<file path="config.mk">
export PLATFORM = sky130hd
export DESIGN_NAME = mem_port_arbiter_flat
export DESIGN_NICKNAME = d
export VERILOG_FILES = /design/src/rtl/mem_pkg.sv /design/src/rtl/mem_port_arbiter_if.sv /design/src/rtl/mem_boot_loader.sv /design/src/rtl/mem_port_arbiter.sv /design/src/flat_wrapper.sv
export SDC_FILE = /design/constraint.sdc
export NUM_CORES = 1
export LEC_CHECK = 0
export CAP_MARGIN = 0
export CORE_MARGIN = 2
export CORE_UTILIZATION = 42
export CTS_BUF_LIST = sky130_fd_sc_hd__clkbuf_16
export CTS_CLUSTER_SIZE = 12
export DETAILED_ROUTE_END_ITERATION = 16
export GPL_ROUTABILITY_DRIVEN = 0
export PLACE_DENSITY = 0.86
export SLEW_MARGIN = 20
export SYNTH_ARGS = -nofsm -noshare
export SYNTH_HDL_FRONTEND = slang
export SYNTH_HIERARCHICAL = 1
export SYNTH_SLANG_ARGS = --single-unit
</file>
<file path="constraint.sdc">
create_clock -name clk -period 5.18 [get_ports clk]
set_input_delay 1.036 -clock clk [delete_from_list [all_inputs] [get_ports clk]]
set_output_delay 1.036 -clock clk [all_outputs]
set_load 0.005 [all_outputs]
</file>
<file path="src/rtl/mem_pkg.sv">
// Shared types and default geometry for the memory port arbiter and the memory it drives.
package mem_pkg;

    localparam int MEM_ADDR_W = 16;
    localparam int MEM_DATA_W = 32;
    localparam int MEM_DEPTH  = 256;

    // Indices into the per-port read-return arrays.
    localparam int PORT_IF = 0;
    localparam int PORT_DM = 1;

    typedef enum logic {
        S_LOAD,
        S_RUN
    } state_e;

    typedef enum logic [1:0] {
        TAG_NONE,
        TAG_IF,
        TAG_DM
    } rd_tag_e;

endpackage

</file>
<file path="src/rtl/mem_port_arbiter_if.sv">
// Bundles the loader stream, fetch port, data port and memory bus of the arbiter.
interface mem_port_arbiter_if
    import mem_pkg::*;
#(
    parameter int ADDR_W = MEM_ADDR_W,
    parameter int DATA_W = MEM_DATA_W
);
    logic              ld_valid;
    logic [DATA_W-1:0] ld_data;
    logic              ld_last;
    logic              ld_ready;
    logic              load_done;
    logic [ADDR_W:0]   load_count;

    logic              if_req;
    logic [ADDR_W-1:0] if_addr;
    logic              if_gnt;
    logic              if_rvalid;
    logic [DATA_W-1:0] if_rdata;

    logic              dm_req;
    logic              dm_we;
    logic [ADDR_W-1:0] dm_addr;
    logic [DATA_W-1:0] dm_wdata;
    logic              dm_gnt;
    logic              dm_rvalid;
    logic [DATA_W-1:0] dm_rdata;

    logic              mem_en;
    logic              mem_we;
    logic [ADDR_W-1:0] mem_addr;
    logic [DATA_W-1:0] mem_wdata;
    logic [DATA_W-1:0] mem_rdata;

    // Arbiter side.
    modport slave (
        input  ld_valid, ld_data, ld_last,
        output ld_ready, load_done, load_count,
        input  if_req, if_addr,
        output if_gnt, if_rvalid, if_rdata,
        input  dm_req, dm_we, dm_addr, dm_wdata,
        output dm_gnt, dm_rvalid, dm_rdata,
        output mem_en, mem_we, mem_addr, mem_wdata,
        input  mem_rdata
    );

    // Requester / memory side.
    modport master (
        output ld_valid, ld_data, ld_last,
        input  ld_ready, load_done, load_count,
        output if_req, if_addr,
        input  if_gnt, if_rvalid, if_rdata,
        output dm_req, dm_we, dm_addr, dm_wdata,
        input  dm_gnt, dm_rvalid, dm_rdata,
        input  mem_en, mem_we, mem_addr, mem_wdata,
        output mem_rdata
    );

endinterface

</file>
<file path="src/rtl/mem_boot_loader.sv">
// Boot-load sequencer: writes the incoming word stream to addresses 0.. and owns the LOAD/RUN state.
module mem_boot_loader
    import mem_pkg::*;
#(
    parameter int ADDR_W = MEM_ADDR_W,
    parameter int DEPTH  = MEM_DEPTH
) (
    input  logic              clk,
    input  logic              rst,
    input  logic              ld_valid_i,
    input  logic              ld_last_i,
    output logic              ld_ready_o,
    output logic              load_done_o,
    output logic [ADDR_W:0]   load_count_o,
    output state_e            state_o,
    output logic              wr_en_o,
    output logic [ADDR_W-1:0] wr_addr_o
);

    localparam logic [ADDR_W:0] LAST_ADDR = (ADDR_W + 1)'(DEPTH - 1);
    localparam logic [ADDR_W:0] COUNT_ONE = (ADDR_W + 1)'(1);

    state_e          state_q;
    logic            ld_ready_q;
    logic            done_q;
    logic [ADDR_W:0] count_q;
    logic            accept;

    // ld_ready_q is only ever set while in S_LOAD, so it alone qualifies a write.
    assign accept = ld_valid_i && ld_ready_q;

    always_ff @(posedge clk) begin
        if (rst) begin
            state_q    <= S_LOAD;
            ld_ready_q <= 1'b0;
            done_q     <= 1'b0;
            count_q    <= '0;
        end else begin
            case (state_q)
                S_LOAD: begin
                    ld_ready_q <= 1'b1;
                    if (accept) begin
                        count_q <= count_q + COUNT_ONE;
                        if (ld_last_i || (count_q == LAST_ADDR)) begin
                            state_q    <= S_RUN;
                            ld_ready_q <= 1'b0;
                            done_q     <= 1'b1;
                        end
                    end
                end
                S_RUN: begin
                    ld_ready_q <= 1'b0;
                    done_q     <= 1'b1;
                end
                default: state_q <= S_LOAD;
            endcase
        end
    end

    assign ld_ready_o   = ld_ready_q;
    assign load_done_o  = done_q;
    assign load_count_o = count_q;
    assign state_o      = state_q;
    assign wr_en_o      = accept;
    assign wr_addr_o    = count_q[ADDR_W-1:0];

endmodule

</file>
<file path="src/rtl/mem_port_arbiter.sv">
// Single-port memory owner: boot-loads the image, then arbitrates fetch vs data access one per cycle.
module mem_port_arbiter
    import mem_pkg::*;
#(
    parameter int ADDR_W     = MEM_ADDR_W,
    parameter int DATA_W     = MEM_DATA_W,
    parameter int DEPTH      = MEM_DEPTH,
    parameter int STARVE_MAX = 4
) (
    input  logic               clk,
    input  logic               rst,
    mem_port_arbiter_if.slave  bus
);

    localparam int SW = ($clog2(STARVE_MAX + 1) > 0) ? $clog2(STARVE_MAX + 1) : 1;
    localparam logic [SW-1:0] STARVE_LIM = SW'(STARVE_MAX);
    localparam logic [SW-1:0] STARVE_ONE = SW'(1);

    state_e            state;
    logic              loader_wr;
    logic [ADDR_W-1:0] loader_addr;
    logic              load_wr;
    logic              run;
    logic              starved;
    logic              if_gnt;
    logic              dm_gnt;
    logic [SW-1:0]     starve_q, starve_d;
    rd_tag_e           tag_q, tag_d;
    logic [1:0]        rvalid;
    logic [DATA_W-1:0] rdata [2];

    mem_boot_loader #(
        .ADDR_W (ADDR_W),
        .DEPTH  (DEPTH)
    ) u_loader (
        .clk          (clk),
        .rst          (rst),
        .ld_valid_i   (bus.ld_valid),
        .ld_last_i    (bus.ld_last),
        .ld_ready_o   (bus.ld_ready),
        .load_done_o  (bus.load_done),
        .load_count_o (bus.load_count),
        .state_o      (state),
        .wr_en_o      (loader_wr),
        .wr_addr_o    (loader_addr)
    );

    // Nothing touches memory while reset is held, so a mid-run reset leaves contents intact.
    assign load_wr = loader_wr && !rst;
    assign run     = (state == S_RUN) && !rst;
    assign starved = (starve_q == STARVE_LIM);

    assign if_gnt = run && bus.if_req && (!bus.dm_req || starved);
    assign dm_gnt = run && bus.dm_req && !if_gnt;

    always_comb begin
        starve_d = starve_q;
        if (!run || !bus.if_req || if_gnt) begin
            starve_d = '0;
        end else if (!starved) begin
            starve_d = starve_q + STARVE_ONE;
        end
    end

    always_comb begin
        tag_d = TAG_NONE;
        if (if_gnt) begin
            tag_d = TAG_IF;
        end else if (dm_gnt && !bus.dm_we) begin
            tag_d = TAG_DM;
        end
    end

    always_ff @(posedge clk) begin
        if (rst) begin
            starve_q <= '0;
            tag_q    <= TAG_NONE;
        end else begin
            starve_q <= starve_d;
            tag_q    <= tag_d;
        end
    end

    // A reset arriving in the return cycle cancels the pending read.
    assign rvalid[PORT_IF] = (tag_q == TAG_IF) && !rst;
    assign rvalid[PORT_DM] = (tag_q == TAG_DM) && !rst;

    for (genvar gi = 0; gi < 2; gi++) begin : g_ret
        logic [DATA_W-1:0] hold_q;

        always_ff @(posedge clk) begin
            if (rst) begin
                hold_q <= '0;
            end else if (rvalid[gi]) begin
                hold_q <= bus.mem_rdata;
            end
        end

        assign rdata[gi] = rvalid[gi] ? bus.mem_rdata : hold_q;
    end

    assign bus.if_gnt    = if_gnt;
    assign bus.dm_gnt    = dm_gnt;
    assign bus.if_rvalid = rvalid[PORT_IF];
    assign bus.dm_rvalid = rvalid[PORT_DM];
    assign bus.if_rdata  = rdata[PORT_IF];
    assign bus.dm_rdata  = rdata[PORT_DM];

    assign bus.mem_en    = load_wr || if_gnt || dm_gnt;
    assign bus.mem_we    = load_wr || (dm_gnt && bus.dm_we);
    assign bus.mem_addr  = load_wr ? loader_addr :
                           if_gnt  ? bus.if_addr : bus.dm_addr;
    assign bus.mem_wdata = load_wr ? bus.ld_data : bus.dm_wdata;

endmodule

</file>
<file path="src/flat_wrapper.sv">
// flat-port wrapper written by rule: the top's interface ports become plain ports
module mem_port_arbiter_flat import mem_pkg::*;
#(
    parameter int ADDR_W     = MEM_ADDR_W,
    parameter int DATA_W     = MEM_DATA_W,
    parameter int DEPTH      = MEM_DEPTH,
    parameter int STARVE_MAX = 4
)
  (clk, rst, bus_ld_valid, bus_ld_data, bus_ld_last, bus_ld_ready, bus_load_done, bus_load_count, bus_if_req, bus_if_addr, bus_if_gnt, bus_if_rvalid, bus_if_rdata, bus_dm_req, bus_dm_we, bus_dm_addr, bus_dm_wdata, bus_dm_gnt, bus_dm_rvalid, bus_dm_rdata, bus_mem_en, bus_mem_we, bus_mem_addr, bus_mem_wdata, bus_mem_rdata);
  mem_port_arbiter_if #(.ADDR_W(ADDR_W), .DATA_W(DATA_W)) bus_i ();
  input  logic clk;
  input  logic rst;
  input wire logic [$bits(bus_i.ld_valid)-1:0] bus_ld_valid;
  input wire logic [$bits(bus_i.ld_data)-1:0] bus_ld_data;
  input wire logic [$bits(bus_i.ld_last)-1:0] bus_ld_last;
  output wire logic [$bits(bus_i.ld_ready)-1:0] bus_ld_ready;
  output wire logic [$bits(bus_i.load_done)-1:0] bus_load_done;
  output wire logic [$bits(bus_i.load_count)-1:0] bus_load_count;
  input wire logic [$bits(bus_i.if_req)-1:0] bus_if_req;
  input wire logic [$bits(bus_i.if_addr)-1:0] bus_if_addr;
  output wire logic [$bits(bus_i.if_gnt)-1:0] bus_if_gnt;
  output wire logic [$bits(bus_i.if_rvalid)-1:0] bus_if_rvalid;
  output wire logic [$bits(bus_i.if_rdata)-1:0] bus_if_rdata;
  input wire logic [$bits(bus_i.dm_req)-1:0] bus_dm_req;
  input wire logic [$bits(bus_i.dm_we)-1:0] bus_dm_we;
  input wire logic [$bits(bus_i.dm_addr)-1:0] bus_dm_addr;
  input wire logic [$bits(bus_i.dm_wdata)-1:0] bus_dm_wdata;
  output wire logic [$bits(bus_i.dm_gnt)-1:0] bus_dm_gnt;
  output wire logic [$bits(bus_i.dm_rvalid)-1:0] bus_dm_rvalid;
  output wire logic [$bits(bus_i.dm_rdata)-1:0] bus_dm_rdata;
  output wire logic [$bits(bus_i.mem_en)-1:0] bus_mem_en;
  output wire logic [$bits(bus_i.mem_we)-1:0] bus_mem_we;
  output wire logic [$bits(bus_i.mem_addr)-1:0] bus_mem_addr;
  output wire logic [$bits(bus_i.mem_wdata)-1:0] bus_mem_wdata;
  input wire logic [$bits(bus_i.mem_rdata)-1:0] bus_mem_rdata;
  assign bus_i.ld_valid = bus_ld_valid;
  assign bus_i.ld_data = bus_ld_data;
  assign bus_i.ld_last = bus_ld_last;
  assign bus_ld_ready = bus_i.ld_ready;
  assign bus_load_done = bus_i.load_done;
  assign bus_load_count = bus_i.load_count;
  assign bus_i.if_req = bus_if_req;
  assign bus_i.if_addr = bus_if_addr;
  assign bus_if_gnt = bus_i.if_gnt;
  assign bus_if_rvalid = bus_i.if_rvalid;
  assign bus_if_rdata = bus_i.if_rdata;
  assign bus_i.dm_req = bus_dm_req;
  assign bus_i.dm_we = bus_dm_we;
  assign bus_i.dm_addr = bus_dm_addr;
  assign bus_i.dm_wdata = bus_dm_wdata;
  assign bus_dm_gnt = bus_i.dm_gnt;
  assign bus_dm_rvalid = bus_i.dm_rvalid;
  assign bus_dm_rdata = bus_i.dm_rdata;
  assign bus_mem_en = bus_i.mem_en;
  assign bus_mem_we = bus_i.mem_we;
  assign bus_mem_addr = bus_i.mem_addr;
  assign bus_mem_wdata = bus_i.mem_wdata;
  assign bus_i.mem_rdata = bus_mem_rdata;
  mem_port_arbiter #(.ADDR_W(ADDR_W), .DATA_W(DATA_W), .DEPTH(DEPTH), .STARVE_MAX(STARVE_MAX)) u_core (.clk(clk), .rst(rst), .bus(bus_i));
endmodule
</file>
==> reports/metrics.cfg, run 1 <==
[outcome]
status=finished clean

[route]
viasPerCell=5.14
drt.antenna.violating_nets=0
drtIter0Drc=146
wirelength_um=15000
dr.pass1.iters=4
drcViolationCount=0
routedWlPerCell_um=17.6
vias=4392

[clock_tree]
cts_hold_buf=0
cts_tree=done
cts_buffers=9
post_cts_buffers=0
cts_resized=0
clock_sinks=89
cts_buffer_depth=2
clkSlewWorstSetupHoldPaths_ps=60
h-tree-depth=3
cts-root-buf=clkbuf_16
worstSkewPairLatency_ps=330

[synthesis]
ys_top_cells_by_area=dfxtp_1 (37%), mux2_2 (23%), and2b_1 (8.7%), nor2_1 (2.9%), buf_4 (2.7%)
netlist_instances=467
syn_area_per_cell_um2=10.2
synth_flop_cell=dfxtp_1
synth_seq_area_share_pct=37.4
synth.distinct_cells=48
yosys_warnings=6
async_flop_share_pct=0
syn_nets=605
synth-edff-count=0
synth_seq_cells=89
netlist.area_leader.share_pct=37.4
synth_area_mm2=0.00476
synth_area_leader_cell=dfxtp_1

[worst_setup_path]
path_cells=clkdlybuf4s50_1, nand3b_4, or3b_2, a31oi_1, clkdlybuf4s50_1
worstSetupStartpoint=bus_if_req
worstPathRequired_ps=4140
startpoint_type=primary input
timing.rr.start=u_core/u_loader/state_o
reg2reg_slack_ps=3180
arrival_ps=3150
ff2ff_path_depth=4
critPathCapture=bus_mem_addr[2]
rr_endpoint=u_core/u_loader/load_count_o[15]
cp_max_fo=34
cp_slowest_cell=clkdlybuf4s50_1
critPathMaxStageDelay_ps=570
critPathKind=primary input to output pin
worst_setup_path_end_kind=output pin
crit_top_cell=clkdlybuf4s50_1

[global_route]
grt_pass1_vias=4482
grt_start_max_net_pins=65
antenna_found_initial=0
overflow=0
grt_use_total_pct=23.6
grt_pass1_wl_um=23100

[timing]
min_period_ps=4190
maxSlewViolCount=0
worst-slew-pin-transition_ps=526
finalSetupTns_ps=0
relSlewSlack_pct=64.9
rsz0062_at_grt=false
finalSetupViolCount=0
layout_setup_ws_ps=993
hold_violations=0
skew_ps=6.04
finalHoldWorstSlack_ps=451
fmax_ghz=0.239
period_share_pct=80.8

[finish]
fillerInstances=831
fin_area_mm2=0.00768
antennaDiodeCount=0
fin_cells=854
utilization_pct=70.3
ff_latch_area_mm2=0.00178
nets=847
areaGrowthSynthToFinish_pct=61.3
drive_gt1_share_pct=19.5
multi_input_area_mm2=0.00267

[place]
dp_cells=838
dp_slack_ps=980
dpl_cell_area_mm2=0.00741
port_buffers=271
place_hpwl_um=11900

[power_and_ir_drop]
p_leak_nw=3.17
p_total_mw=1.56
powerDensity_mw_per_mm2=202
vdd_drop_max_mv=0.185

[run]
cap_violations=0

[worst_hold_path]
worstHoldStart=u_core/starve_q[0]
hp-class=flip-flop to flip-flop

[floorplanning]
core_mm2=0.0109
die_area_mm2=0.0122
die_y_um=111
num_rows=38
start_util_pct=43.6
ioPinCount=272
chipWidth_um=111

## per-layer routing
| metal | track usage, % | up-vias | share of wire [%] |
|---|---|---|---|
| met5 | 0 | - | 0 |
| met4 | 10.4 | 0 | 3.5 |
| met1 | 23.6 | 2067 | 36 |
| met3 | 6.75 | 33 | 7.0 |
| met2 | 45.0 | 200 | 53 |
| li1 | - | 2092 | - |
## synthesized netlist by cell type (2+ instances only)
| library cell | n |
|---|---|
| nor3_1 | 7 |
| clkbuf_1 | 14 |
| nor2_1 | 37 |
| and2b_1 | 55 |
| mux2_2 | 98 |
| mux2_1 | 2 |
| nand2_1 | 4 |
| buf_1 | 2 |
| buf_6 | 7 |
| or3b_1 | 12 |
| buf_2 | 6 |
| buf_4 | 17 |
| nor2b_1 | 13 |
| nand4_1 | 5 |
| ha_1 | 3 |
| a21oi_1 | 4 |
| inv_1 | 6 |
| or3b_2 | 4 |
| nand3b_4 | 2 |
| nor3b_4 | 2 |
| a31oi_1 | 17 |
| or3_1 | 2 |
| nand3_1 | 7 |
| dfxtp_1 | 89 |
| xor2_1 | 4 |
| xnor2_1 | 7 |
| o21ai_0 | 19 |
| nor4_1 | 2 |
## critical path, delay by kind of cell
kind	cells	cell delay, ps
buffers and inverters	2	1130
and+or+nand+nor	2	800
AOI/OAI and AO/OA	1	180
## logic make-up (layout without fill, tap and decap cells)
kind of cell / Yosys count / in the layout / synth area share [%]
flip-flops: 89 / 89 / 37.4
multiplexers: 100 / 100 / 23.6
AND/OR/NAND/NOR: 166 / 166 / 23.7
AO/OA/AOI/OAI: 46 / 46 / 5.72
buffers and inverters: 52 / 299 / 6.70
adder cells (fa/ha/maj): 3 / 3 / 0.788
XOR/XNOR: 11 / 11 / 2.02
## worst min-delay path by stage
stage	to	slack (ps)	cells after the start
2_1_floorplan	u_core/starve_q[0]	420	1
3_3_place_gp	u_core/starve_q[0]	420	1
3_5_place_dp	u_core/starve_q[0]	450	1
4_1_cts	u_core/starve_q[0]	460	1
5_1_grt	u_core/starve_q[0]	480	1
6_report	u_core/starve_q[0]	450	1
## cells in the final DEF, fill, tap and decap left out, types with 3 or more instances in the layout
cell / synthesis / layout
xor2_1: 4 / 4
ha_1: 3 / 3
a31oi_1: 17 / 17
or3b_2: 4 / 4
nor2_1: 37 / 37
clkbuf_16: 0 / 9
nor3_1: 7 / 7
buf_4: 17 / 5
nand4_1: 5 / 5
and2b_1: 55 / 55
dfxtp_1: 89 / 89
clkdlybuf4s50_1: 0 / 270
xnor2_1: 7 / 7
o21ai_0: 19 / 19
nor2b_1: 13 / 13
or3b_1: 12 / 12
mux2_2: 98 / 98
a21oi_1: 4 / 4
inv_1: 6 / 6
clkinv_2: 0 / 4
nand2_1: 4 / 4
nand3_1: 7 / 7
## flip-flops by register name, summed over array words and instances, names as in the netlist
| name | cells |
|---|---|
| u_core/u_loader/load_count_o | 17 |
| u_core/u_loader/state_o | 1 |
| u_core/u_loader/ld_ready_o | 1 |
| u_core/g_ret.hold_q | 64 |
| u_core/u_loader/load_done_o | 1 |
| u_core/tag_q | 2 |
| u_core/starve_q | 3 |
## where the power goes
| group | internal, mW | switching (mW) |
|---|---|---|
| Sequential | 0.688 | 0.00536 |
| Clock | 0.325 | 0.268 |
| Combinational | 0.183 | 0.0860 |
| Total | 1.20 | 0.359 |
## cell type report
| type | count | area share (%) |
|---|---|---|
| clock inverters | 7 | 0.586 |
| inverters | 6 | 0.293 |
| well taps | 140 | 2.28 |
| multi-input cells | 326 | 34.7 |
| clock buffers | 9 | 2.93 |
| flip-flops and latches | 89 | 23.2 |
| repair buffers | 277 | 36.0 |
Note: power is estimated with default switching activity, not from simulation.
==> run 2, diff against run 1 <==
--- a/config.mk
+++ b/config.mk
@@ -7,12 +7,12 @@
 export LEC_CHECK = 0
 export CAP_MARGIN = 0
 export CORE_MARGIN = 2
-export CORE_UTILIZATION = 42
+export CORE_UTILIZATION = 35
 export CTS_BUF_LIST = sky130_fd_sc_hd__clkbuf_16
 export CTS_CLUSTER_SIZE = 12
 export DETAILED_ROUTE_END_ITERATION = 16
 export GPL_ROUTABILITY_DRIVEN = 0
-export PLACE_DENSITY = 0.86
+export PLACE_DENSITY = 0.77
 export SLEW_MARGIN = 20
 export SYNTH_ARGS = -nofsm -noshare
 export SYNTH_HDL_FRONTEND = slang
==> constraint.sdc (replaced) <==
create_clock -name clk -period 3.65 [get_ports clk]
set_input_delay 0.73 -clock clk [delete_from_list [all_inputs] [get_ports clk]]
set_output_delay 0.73 -clock clk [all_outputs]
set_load 0.005 [all_outputs]
==> run 2 against run 1 <==
  * Sequential power rose by 42%
  * Sequential cell count did not move
  * Register-to-register slack got worse by 1500 ps
  * Routed wire length fell by 0.49%
  * First-iteration DRC count fell by 0.68%
  * Worst hold slack improved by 15 ps
  * Critical path depth rose by 1
  * Utilization fell by 11 points
  * Count of clock-buffer cells in the layout did not move
  * Critical path type unchanged
  * Largest cell class unchanged
  * Largest power group unchanged
==> reports/metrics.cfg, run 2 (synthesized netlist as in run 1, its figures left out) <==
[global_route]
grt_pass1_wl_um=22400  ; -3.2%
grt_pass1_vias=4357  ; -2.8%
grt_start_max_net_pins=65  ; unchanged
overflow=0  ; unchanged
antenna_found_initial=0  ; unchanged
grt_use_total_pct=19.5  ; -4.1 points

[route]
viasPerCell=4.87  ; -5.3%
wirelength_um=15000  ; -0.49%
drt.antenna.violating_nets=0  ; unchanged
dr.pass1.iters=5  ; +1
vias=4351  ; -0.93%
routedWlPerCell_um=16.8  ; -4.8%
drcViolationCount=0  ; unchanged
drtIter0Drc=145  ; -0.68%

[worst_hold_path]
hp-class=flip-flop to flip-flop

[place]
dpl_cell_area_mm2=0.00752  ; +1.5%
port_buffers=271  ; unchanged
dp_cells=876  ; +4.5%
dp_slack_ps=33.6  ; -946 ps
place_hpwl_um=11700  ; -1.7%

[worst_setup_path]
startpoint_type=primary input
cp_max_fo=34  ; unchanged
worstPathRequired_ps=2920  ; -1220 ps
arrival_ps=2740  ; -410 ps
worst_setup_path_end_kind=output pin
critPathKind=primary input to output pin

[timing]
period_share_pct=95.0
hold_violations=0  ; unchanged
layout_setup_ws_ps=181  ; -812 ps
rsz0062_at_grt=false
skew_ps=3.07  ; -2.97 ps
relSlewSlack_pct=69.4  ; +4.5 points
finalHoldWorstSlack_ps=466  ; +15.1 ps
finalSetupTns_ps=0  ; unchanged
maxSlewViolCount=0  ; unchanged
min_period_ps=3470
fmax_ghz=0.288
finalSetupViolCount=0  ; unchanged
worst-slew-pin-transition_ps=458  ; -68.7 ps

[power_and_ir_drop]
p_leak_nw=3.21  ; +1.2%
vdd_drop_max_mv=0.200  ; +7.9%
powerDensity_mw_per_mm2=291  ; +44%

[clock_tree]
cts_resized=0  ; unchanged
clkSlewWorstSetupHoldPaths_ps=60  ; about the same
cts_hold_buf=0  ; unchanged
cts_tree=done
clock_sinks=89  ; unchanged
cts_buffer_depth=2  ; unchanged
cts_buffers=9  ; unchanged
worstSkewPairLatency_ps=330  ; about the same
h-tree-depth=3  ; unchanged
post_cts_buffers=0  ; unchanged
cts-root-buf=clkbuf_16

[finish]
fillerInstances=1116  ; +34%
mostFrequentLayoutCell=clkdlybuf4s50_1
drive_gt1_share_pct=19.5  ; +0.058 points
final_cell_mix=clkdlybuf4s50_1 (269), mux2_2 (98), dfxtp_1 (89)
fin_area_mm2=0.00783  ; +1.9%
top_register=u_core/g_ret.hold_q
nets=850  ; +0.35%
fin_cells=893  ; +4.6%
largest_reg_flops=64  ; unchanged
areaGrowthSynthToFinish_pct=64.4
antennaDiodeCount=0  ; unchanged

[outcome]
status=finished clean

[floorplanning]
chipWidth_um=121  ; +9.2%
num_rows=42  ; +11%
core_mm2=0.0132  ; +21%
ioPinCount=272  ; unchanged
die_area_mm2=0.0146  ; +19%
die_y_um=121  ; +9.2%
start_util_pct=36.0  ; -7.6 points

[run]
cap_violations=0  ; unchanged

## run 2: changes by cell type in the layout (fill, tap and decap cells not counted)
| cell | change |
|---|---|
| inv_6 | -1 |
| clkinvlp_4 | +2 |
| clkdlybuf4s50_1 | -1 |
| dlymetal6s2s_1 | +1 |
| buf_12 | +4 |
| nand3b_2 | +1 |
| clkinv_1 | +2 |
| buf_4 | -2 |
| bufinv_16 | +1 |
| clkinv_2 | -4 |
## run 2: layer usage
metal | GRT usage, % | wire, um
met1 | 21.1 | 5730
met2 | 35.4 | 7500
met3 | 5.28 | 1250
met4 | 8.94 | 479
met5 | 0 | 0
## run 2: area by class of cell
cell class                 count  area, um2  area share [%]
clock inverter                 7       68.8           0.879
clock buffer                   9        225            2.88
multi-input combinational    327       2680            34.2
inverter                       6       22.5           0.288
tap                          176        220            2.81
timing repair buffer         279       2830            36.2
sequential                    89       1780            22.7
## run 2: worst paths after layout
path / start / cells past startpoint / end / slack, ps
max: bus_dm_req / 6 / bus_mem_addr[1] / 180
min: u_core/starve_q[0] / 1 / u_core/starve_q[0] / 470
max reg2reg: u_core/u_loader/load_count_o[0] / 5 / u_core/u_loader/load_count_o[16] / 1680
min reg2reg: u_core/starve_q[0] / 1 / u_core/starve_q[0] / 470
## run 2: worst max-delay path, cell delays in order
cell             delay [ps]
clkdlybuf4s50_1         430
a21boi_2                180
buf_12                  160
or3b_2                  470
a31oi_1                 170
clkdlybuf4s50_1         580
## run 2: report_power, final
part	internal, mW	switching, mW	leakage (nW)
Clock	0.528	0.381	0.133
Combinational	0.264	0.123	2.35
Sequential	0.977	0.00734	0.717
Total	1.77	0.511	3.21
## run 2: per-stage QoR
step	total power, mW	utilization (%)
6_report	2.28	59.1
3_3_place_gp	1.39	56.8
4_1_cts	2.31	59.0
2_1_floorplan	1.12	-
5_1_grt	2.38	59.1
3_5_place_dp	1.39	56.8
